$ cat config.mk
export PLATFORM = sky130hd
export DESIGN_NAME = hyperbus_wb_bridge_flat
export DESIGN_NICKNAME = d
export VERILOG_FILES = /design/src/rtl/hyperbus_wb_bridge_if.sv /design/src/rtl/hyperbus_wb_bridge.sv /design/src/flat_wrapper.sv
export SDC_FILE = /design/constraint.sdc
export NUM_CORES = 1
export LEC_CHECK = 0
export CAP_MARGIN = 25
export CELL_PAD_IN_SITES_DETAIL_PLACEMENT = 1
export CELL_PAD_IN_SITES_GLOBAL_PLACEMENT = 1
export CORE_MARGIN = 2
export CORE_UTILIZATION = 35
export DETAILED_ROUTE_END_ITERATION = 10
export PLACE_DENSITY = 0.79
export SYNTH_ARGS = -nofsm -noshare
export SYNTH_HDL_FRONTEND = slang
export SYNTH_SLANG_ARGS = --single-unit
$ cat constraint.sdc
create_clock -name clk -period 2 [get_ports clk]
set_input_delay 0.5 -clock clk [delete_from_list [all_inputs] [get_ports clk]]
set_output_delay 0.5 -clock clk [all_outputs]
set_load 0.02 [all_outputs]
$ cat src/rtl/hyperbus_wb_bridge_if.sv
// Bus bundle between a Wishbone B4 classic master, the bridge and the
// hyperbus leader controller request interface.
//   slave  : the bridge's view (Wishbone slave, controller requester)
//   master : the opposite side (Wishbone master plus controller responses)
// Signal names keep the Wishbone/controller suffixes as seen from the bridge.
interface hyperbus_wb_bridge_if #(
  parameter int ADDR_LENGTH = 32
);
  logic [31:0]            wb_adr_i;
  logic [31:0]            wb_dat_i;
  logic [3:0]             wb_sel_i;
  logic                   wb_we_i;
  logic                   wb_cyc_i;
  logic                   wb_stb_i;
  logic [31:0]            wb_dat_o;
  logic                   wb_ack_o;
  logic                   wb_err_o;
  logic [ADDR_LENGTH-1:0] hb_adr_o;
  logic [15:0]            hb_dat_o;
  logic [2:0]             hb_mask_o;
  logic [15:0]            hb_dat_i;
  logic                   hb_ready_i;
  logic                   hb_valid_i;
  logic                   hb_reg_space_o;
  logic                   hb_wrq_o;
  logic                   hb_rrq_o;

  modport slave (
    input  wb_adr_i, wb_dat_i, wb_sel_i, wb_we_i, wb_cyc_i, wb_stb_i,
    input  hb_dat_i, hb_ready_i, hb_valid_i,
    output wb_dat_o, wb_ack_o, wb_err_o,
    output hb_adr_o, hb_dat_o, hb_mask_o, hb_reg_space_o, hb_wrq_o, hb_rrq_o
  );

  modport master (
    output wb_adr_i, wb_dat_i, wb_sel_i, wb_we_i, wb_cyc_i, wb_stb_i,
    output hb_dat_i, hb_ready_i, hb_valid_i,
    input  wb_dat_o, wb_ack_o, wb_err_o,
    input  hb_adr_o, hb_dat_o, hb_mask_o, hb_reg_space_o, hb_wrq_o, hb_rrq_o
  );
endinterface

$ cat src/rtl/hyperbus_wb_bridge.sv
// Wishbone B4 classic slave -> hyperbus leader controller bridge.
// Each 32-bit access becomes one 2-beat linear burst (16-bit beats).
// Ports:
//   clk, rstn    : controller clock, asynchronous active-low reset
//   bus          : hyperbus_wb_bridge_if.slave (Wishbone + controller request bus)
//   o_dbg_state  : current FSM state (IDLE=0, WRITE=1, READ=2, DONE=3)
// Handshake: a Wishbone access is accepted in IDLE when cyc&stb are high and
// no ack/err is pending; hb_wrq_o/hb_rrq_o stay high until the burst ends.
// A write beat is consumed on every cycle with hb_ready_i high, a read beat
// is taken on every cycle with hb_valid_i high. One transaction in flight.
module hyperbus_wb_bridge #(
  parameter int ADDR_LENGTH    = 32,
  parameter int REG_SPACE_BIT  = 31,
  parameter int TIMEOUT_CYCLES = 1024
) (
  input  logic                 clk,
  input  logic                 rstn,
  hyperbus_wb_bridge_if.slave  bus,
  output logic [1:0]           o_dbg_state
);
  typedef enum logic [1:0] {S_IDLE = 2'd0, S_WRITE = 2'd1, S_READ = 2'd2, S_DONE = 2'd3} state_t;

  localparam int WD_W = $clog2(TIMEOUT_CYCLES);
  localparam int AW   = ADDR_LENGTH - 1;

  state_t          r_state, w_next;
  logic [AW-1:0]   r_hb_word;
  logic [31:0]     r_wdata, r_rdata;
  logic [3:0]      r_sel;
  logic            r_reg_space, r_abort;
  logic [1:0]      r_beat;
  logic [WD_W-1:0] r_wdog;
  logic            r_ack, r_err, r_wrq, r_rrq;
  logic            w_accept, w_last, w_timeout, w_respond, w_busy;
  logic [15:0]     w_hb_dat;
  logic [2:0]      w_hb_mask;

  assign w_busy    = (r_state == S_WRITE) || (r_state == S_READ);
  assign w_accept  = (r_state == S_IDLE) && bus.wb_cyc_i && bus.wb_stb_i && !r_ack && !r_err;
  assign w_last    = ((r_state == S_WRITE) && bus.hb_ready_i && (r_beat == 2'd1)) ||
                     ((r_state == S_READ)  && bus.hb_valid_i && (r_beat == 2'd1));
  // A beat completing on the same edge as the watchdog wins over the abort.
  assign w_timeout = w_busy && !w_last && (r_wdog == WD_W'(TIMEOUT_CYCLES - 1));
  // A master that walked away mid-burst gets neither ack nor err.
  assign w_respond = !r_abort && bus.wb_cyc_i && bus.wb_stb_i;

  always_ff @(posedge clk or negedge rstn) begin
    if (!rstn) r_state <= S_IDLE;
    else       r_state <= w_next;
  end

  always_comb begin
    w_next = r_state;
    case (r_state)
      S_IDLE:          if (w_accept) w_next = bus.wb_we_i ? S_WRITE : S_READ;
      S_WRITE, S_READ: if (w_last || w_timeout) w_next = S_DONE;
      S_DONE:          w_next = S_IDLE;
      default:         w_next = S_IDLE;
    endcase
  end

  always_ff @(posedge clk or negedge rstn) begin
    if (!rstn) begin
      r_hb_word   <= '0;
      r_wdata     <= '0;
      r_rdata     <= '0;
      r_sel       <= '0;
      r_reg_space <= 1'b0;
      r_abort     <= 1'b0;
      r_beat      <= '0;
      r_wdog      <= '0;
      r_ack       <= 1'b0;
      r_err       <= 1'b0;
      r_wrq       <= 1'b0;
      r_rrq       <= 1'b0;
    end else begin
      r_ack <= 1'b0;
      r_err <= 1'b0;
      case (r_state)
        S_IDLE: if (w_accept) begin
          r_hb_word   <= AW'(bus.wb_adr_i[31:2]);
          r_wdata     <= bus.wb_dat_i;
          r_sel       <= bus.wb_sel_i;
          r_reg_space <= bus.wb_adr_i[REG_SPACE_BIT];
          r_wrq       <= bus.wb_we_i;
          r_rrq       <= !bus.wb_we_i;
          r_wdog      <= '0;
          r_beat      <= '0;
          r_abort     <= 1'b0;
        end
        S_WRITE, S_READ: begin
          r_wdog <= r_wdog + WD_W'(1);
          if (!(bus.wb_cyc_i && bus.wb_stb_i)) r_abort <= 1'b1;
          if (r_state == S_WRITE && bus.hb_ready_i) r_beat <= r_beat + 2'd1;
          if (r_state == S_READ && bus.hb_valid_i) begin
            r_beat <= r_beat + 2'd1;
            if (r_beat == 2'd0) r_rdata[15:0]  <= bus.hb_dat_i;
            else                r_rdata[31:16] <= bus.hb_dat_i;
          end
          if (w_last || w_timeout) begin
            r_wrq <= 1'b0;
            r_rrq <= 1'b0;
            r_ack <= w_last && w_respond;
            r_err <= w_timeout && w_respond;
          end
        end
        default: r_beat <= '0;
      endcase
    end
  end

  // Beat 2 (and every non-WRITE state) presents a fully masked idle word so
  // the controller's trailing write cycle never corrupts memory.
  always_comb begin
    w_hb_dat  = 16'h0000;
    w_hb_mask = 3'b011;
    if (r_state == S_WRITE) begin
      if (r_beat == 2'd0) begin
        w_hb_dat  = r_wdata[15:0];
        w_hb_mask = {1'b0, ~r_sel[1], ~r_sel[0]};
      end else if (r_beat == 2'd1) begin
        w_hb_dat  = r_wdata[31:16];
        w_hb_mask = {1'b0, ~r_sel[3], ~r_sel[2]};
      end
    end
  end

  assign bus.wb_dat_o       = r_rdata;
  assign bus.wb_ack_o       = r_ack;
  assign bus.wb_err_o       = r_err;
  assign bus.hb_adr_o       = {r_hb_word, 1'b0};
  assign bus.hb_dat_o       = w_hb_dat;
  assign bus.hb_mask_o      = w_hb_mask;
  assign bus.hb_reg_space_o = r_reg_space;
  assign bus.hb_wrq_o       = r_wrq;
  assign bus.hb_rrq_o       = r_rrq;
  assign o_dbg_state        = r_state;
endmodule

$ cat src/flat_wrapper.sv
// flat-port wrapper written by rule: the top's interface ports become plain ports
module hyperbus_wb_bridge_flat 
#(
  parameter int ADDR_LENGTH    = 32,
  parameter int REG_SPACE_BIT  = 31,
  parameter int TIMEOUT_CYCLES = 1024
)
  (clk, rstn, o_dbg_state, bus_wb_adr_i, bus_wb_dat_i, bus_wb_sel_i, bus_wb_we_i, bus_wb_cyc_i, bus_wb_stb_i, bus_hb_dat_i, bus_hb_ready_i, bus_hb_valid_i, bus_wb_dat_o, bus_wb_ack_o, bus_wb_err_o, bus_hb_adr_o, bus_hb_dat_o, bus_hb_mask_o, bus_hb_reg_space_o, bus_hb_wrq_o, bus_hb_rrq_o);
  hyperbus_wb_bridge_if #(.ADDR_LENGTH(ADDR_LENGTH)) bus_i ();
  input  logic clk;
  input  logic rstn;
  output logic [1:0] o_dbg_state;
  input wire logic [$bits(bus_i.wb_adr_i)-1:0] bus_wb_adr_i;
  input wire logic [$bits(bus_i.wb_dat_i)-1:0] bus_wb_dat_i;
  input wire logic [$bits(bus_i.wb_sel_i)-1:0] bus_wb_sel_i;
  input wire logic [$bits(bus_i.wb_we_i)-1:0] bus_wb_we_i;
  input wire logic [$bits(bus_i.wb_cyc_i)-1:0] bus_wb_cyc_i;
  input wire logic [$bits(bus_i.wb_stb_i)-1:0] bus_wb_stb_i;
  input wire logic [$bits(bus_i.hb_dat_i)-1:0] bus_hb_dat_i;
  input wire logic [$bits(bus_i.hb_ready_i)-1:0] bus_hb_ready_i;
  input wire logic [$bits(bus_i.hb_valid_i)-1:0] bus_hb_valid_i;
  output wire logic [$bits(bus_i.wb_dat_o)-1:0] bus_wb_dat_o;
  output wire logic [$bits(bus_i.wb_ack_o)-1:0] bus_wb_ack_o;
  output wire logic [$bits(bus_i.wb_err_o)-1:0] bus_wb_err_o;
  output wire logic [$bits(bus_i.hb_adr_o)-1:0] bus_hb_adr_o;
  output wire logic [$bits(bus_i.hb_dat_o)-1:0] bus_hb_dat_o;
  output wire logic [$bits(bus_i.hb_mask_o)-1:0] bus_hb_mask_o;
  output wire logic [$bits(bus_i.hb_reg_space_o)-1:0] bus_hb_reg_space_o;
  output wire logic [$bits(bus_i.hb_wrq_o)-1:0] bus_hb_wrq_o;
  output wire logic [$bits(bus_i.hb_rrq_o)-1:0] bus_hb_rrq_o;
  assign bus_i.wb_adr_i = bus_wb_adr_i;
  assign bus_i.wb_dat_i = bus_wb_dat_i;
  assign bus_i.wb_sel_i = bus_wb_sel_i;
  assign bus_i.wb_we_i = bus_wb_we_i;
  assign bus_i.wb_cyc_i = bus_wb_cyc_i;
  assign bus_i.wb_stb_i = bus_wb_stb_i;
  assign bus_i.hb_dat_i = bus_hb_dat_i;
  assign bus_i.hb_ready_i = bus_hb_ready_i;
  assign bus_i.hb_valid_i = bus_hb_valid_i;
  assign bus_wb_dat_o = bus_i.wb_dat_o;
  assign bus_wb_ack_o = bus_i.wb_ack_o;
  assign bus_wb_err_o = bus_i.wb_err_o;
  assign bus_hb_adr_o = bus_i.hb_adr_o;
  assign bus_hb_dat_o = bus_i.hb_dat_o;
  assign bus_hb_mask_o = bus_i.hb_mask_o;
  assign bus_hb_reg_space_o = bus_i.hb_reg_space_o;
  assign bus_hb_wrq_o = bus_i.hb_wrq_o;
  assign bus_hb_rrq_o = bus_i.hb_rrq_o;
  hyperbus_wb_bridge #(.ADDR_LENGTH(ADDR_LENGTH), .REG_SPACE_BIT(REG_SPACE_BIT), .TIMEOUT_CYCLES(TIMEOUT_CYCLES)) u_core (.clk(clk), .rstn(rstn), .bus(bus_i), .o_dbg_state(o_dbg_state));
endmodule
==> metrics.txt <==
routability cong. 0.839; Routed WL 15000 µm; sequential area share after synthesis 57.2%; later-pin clock latency in the skew report 410 ps; Synth top cells by count dfrtp_1 (117), mux2_2 (89), nand2_1 (46); CTS buffer count 17; final setup fails 18; IO Pins 181; DRT antenna net count 0; synthesis-stage register bit count 117; CP endpoint kind output pin; gr ovfl total 0; cell accounting for the most synthesized area dfrtp_1; Area Growth Syn to Fin 58.6%; status complete, but fails checks; Worst path top cell family by delay flip-flops; Max Cap Viol 0; CP Max Fanout 10; vias in the first global route 4543; core area 0.0144 mm²; Die W 125 µm; Final Max Slew Viols 0; period utilisation layout 111%; dpl hpwl 10700 µm; TritonCTS Sinks 117; Worst Skew 6.16 ps; first-pass GRT wire length 24400 µm; largest net degree at the start of global routing 33; CP Buf/Inv Count 3; CP Class reg2out; Max clock buf depth 2; synthesized area per cell 12.9 µm²; worst setup margin -215 ps; critical path's largest stage delay 390 ps; Post-synth ARST share 100%; Max stage delay cell, worst path dfrtp_1; fmax 451 MHz; P_leak 3.55 nW; Clock transition at path regs 50 ps; synthesized instance count 397; chip height 125 µm; crit-path cells buf_6 > ha_4 > buf_12 > nand2_1 > o21ai_2 > and2_4 > buf_6; worst path required time 1500 ps; Mapped Area 0.00512 mm²; Routed WL per cell 18.7 µm; CTS tree built; drt first pass iters 5; 1st-iter DRT viols 117; # H-tree levels 4; crit path launch type register; total die area 0.0156 mm²; RSZ-0062 raised after global routing true; total chip power 0.0138 W; drt via density 4.89; top cells by area, synth dfrtp_1 (57%), mux2_2 (20%), nand2_1 (3.4%), mux2_1 (2.2%), o21ai_0 (2.1%); hold crit path type in2async; overall fraction of global-route tracks in use 20.1%; layout cell share with drive strength beyond 1 32.6%; antenna violations before repair 0; Layout Nets 708; Vias 3935; Max IR drop VDD 0.000806 V; Main synth FF type dfrtp_1; Post-synth EDFFs 0; count of warnings emitted by yosys 0; failing checks setup timing; Starting Density 35.5%; Setup TNS Final -3010 ps; root buffer cell clkbuf_16; Final min period 2220 ps; most frequent cell after synthesis dfrtp_1; site row count 44; Ant. Diodes 0; library cells used by synthesis 46; Post-route DRC 0; most frequent cell on the critical path buf_6; Yosys top cell area share 57.2%; IO buf count 175; Pwr Density 1700 mW/mm²; final hold viol count 0; WP data arrival 1720 ps
-- state kept, by name (all words and copies together) (netlist names) --
| register | cells |
|---|---|
| u_core.r_sel | 4 |
| u_core.r_beat | 2 |
| u_core.r_wdata | 32 |
| u_core.bus.wb_ack_o | 1 |
| u_core.bus.hb_rrq_o | 1 |
| u_core.bus.wb_err_o | 1 |
| u_core.bus.wb_dat_o | 32 |
| u_core.r_wdog | 10 |
| u_core.o_dbg_state | 2 |
| u_core.r_hb_word | 30 |
| u_core.r_abort | 1 |
| u_core.bus.hb_wrq_o | 1 |
-- area by class of cell --
cell class,instances,area [µm²]
sequential,117,2930
multi-input combinational,249,2130
tap,184,230
clock buffer,26,519
fill,1467,6310
clock inverter,3,42.5
inverter,8,30.0
timing repair buffer,217,2240
-- cell usage in the layout (no fill, tap or decap), types with 7 or more instances in the layout --
master / instances
mux2_2: 89
buf_4: 28
and2_1: 10
dfrtp_1: 117
buf_6: 22
clkdlybuf4s50_1: 154
o21ai_0: 7
clkbuf_16: 17
nand2_1: 42
o21ai_1: 10
buf_12: 11
mux2_1: 10
-- metrics by stage --
stage / setup WS [ps] / hold slack [ps] / instances / util, % / area, µm²
finish: -215 / 42.1 / 804 / 56.3 / 8120
global route: -283 / 68.0 / 804 / 56.3 / 8120
CTS: -230 / 46.8 / 802 / 55.8 / 8050
detailed placement: -416 / 482 / 770 / 51.1 / 7370
global placement: -346 / 464 / 770 / 51.1 / 7370
floorplan: 23.4 / 204 / 399 / - / 5130
-- power breakdown --
part	internal, W	leakage, nW	switching (W)
registers	0.00352	1.42	0.000662
clock network	0.00188	0.274	0.00101
logic	0.00355	1.85	0.00317
-- worst paths after layout --
path                                                         from                          endpoint  slack, ps  cells after the start
worst max register to register  u_core.o_dbg_state[1]$_DFFE_PN0P_      u_core.r_wdog[7]$_DFFE_PN0P_         80                      6
worst min register to register         u_core.r_abort$_DFFE_PN0P_        u_core.r_abort$_DFFE_PN0P_        490                      2
worst min-delay path                                         rstn  u_core.r_hb_word[22]$_DFFE_PN0P_         40                      1
min in group clk                       u_core.r_abort$_DFFE_PN0P_        u_core.r_abort$_DFFE_PN0P_        490                      2
worst max-delay path                 u_core.r_beat[0]$_DFFE_PN0P_                   bus_hb_dat_o[8]       -220                      7
max in group asynchronous                                    rstn   u_core.r_hb_word[7]$_DFFE_PN0P_       1430                      2
-- kinds of logic after synthesis --
group / after synthesis / share of synthesized area [%]
AOI/OAI and AO/OA: 43 / 5.38
and+or+nand+nor: 92 / 9.61
muxes: 104 / 22.8
DFF: 117 / 57.2
buffers and inverters: 33 / 3.20
other: 1 / 0.0733
adders and majority gates: 7 / 1.71
-- routing by layer --
layer	share of wire, %	track usage, %	wire (µm)	vias up
met3	6.6	7.15	987	22
met5	0	0	0	-
met1	38	21.7	5640	1983
met4	2.0	7.45	294	0
li1	-	-	-	1817
met2	54	36.4	8100	113
-- timing repair --
action,4_1_cts,5_1_grt
setup endpoints to repair,20,21
pin swaps,7,6
hold buffers,0,0
resized for setup,140,16
buffers inserted,3,2
Note: power is estimated with default switching activity, not from simulation.
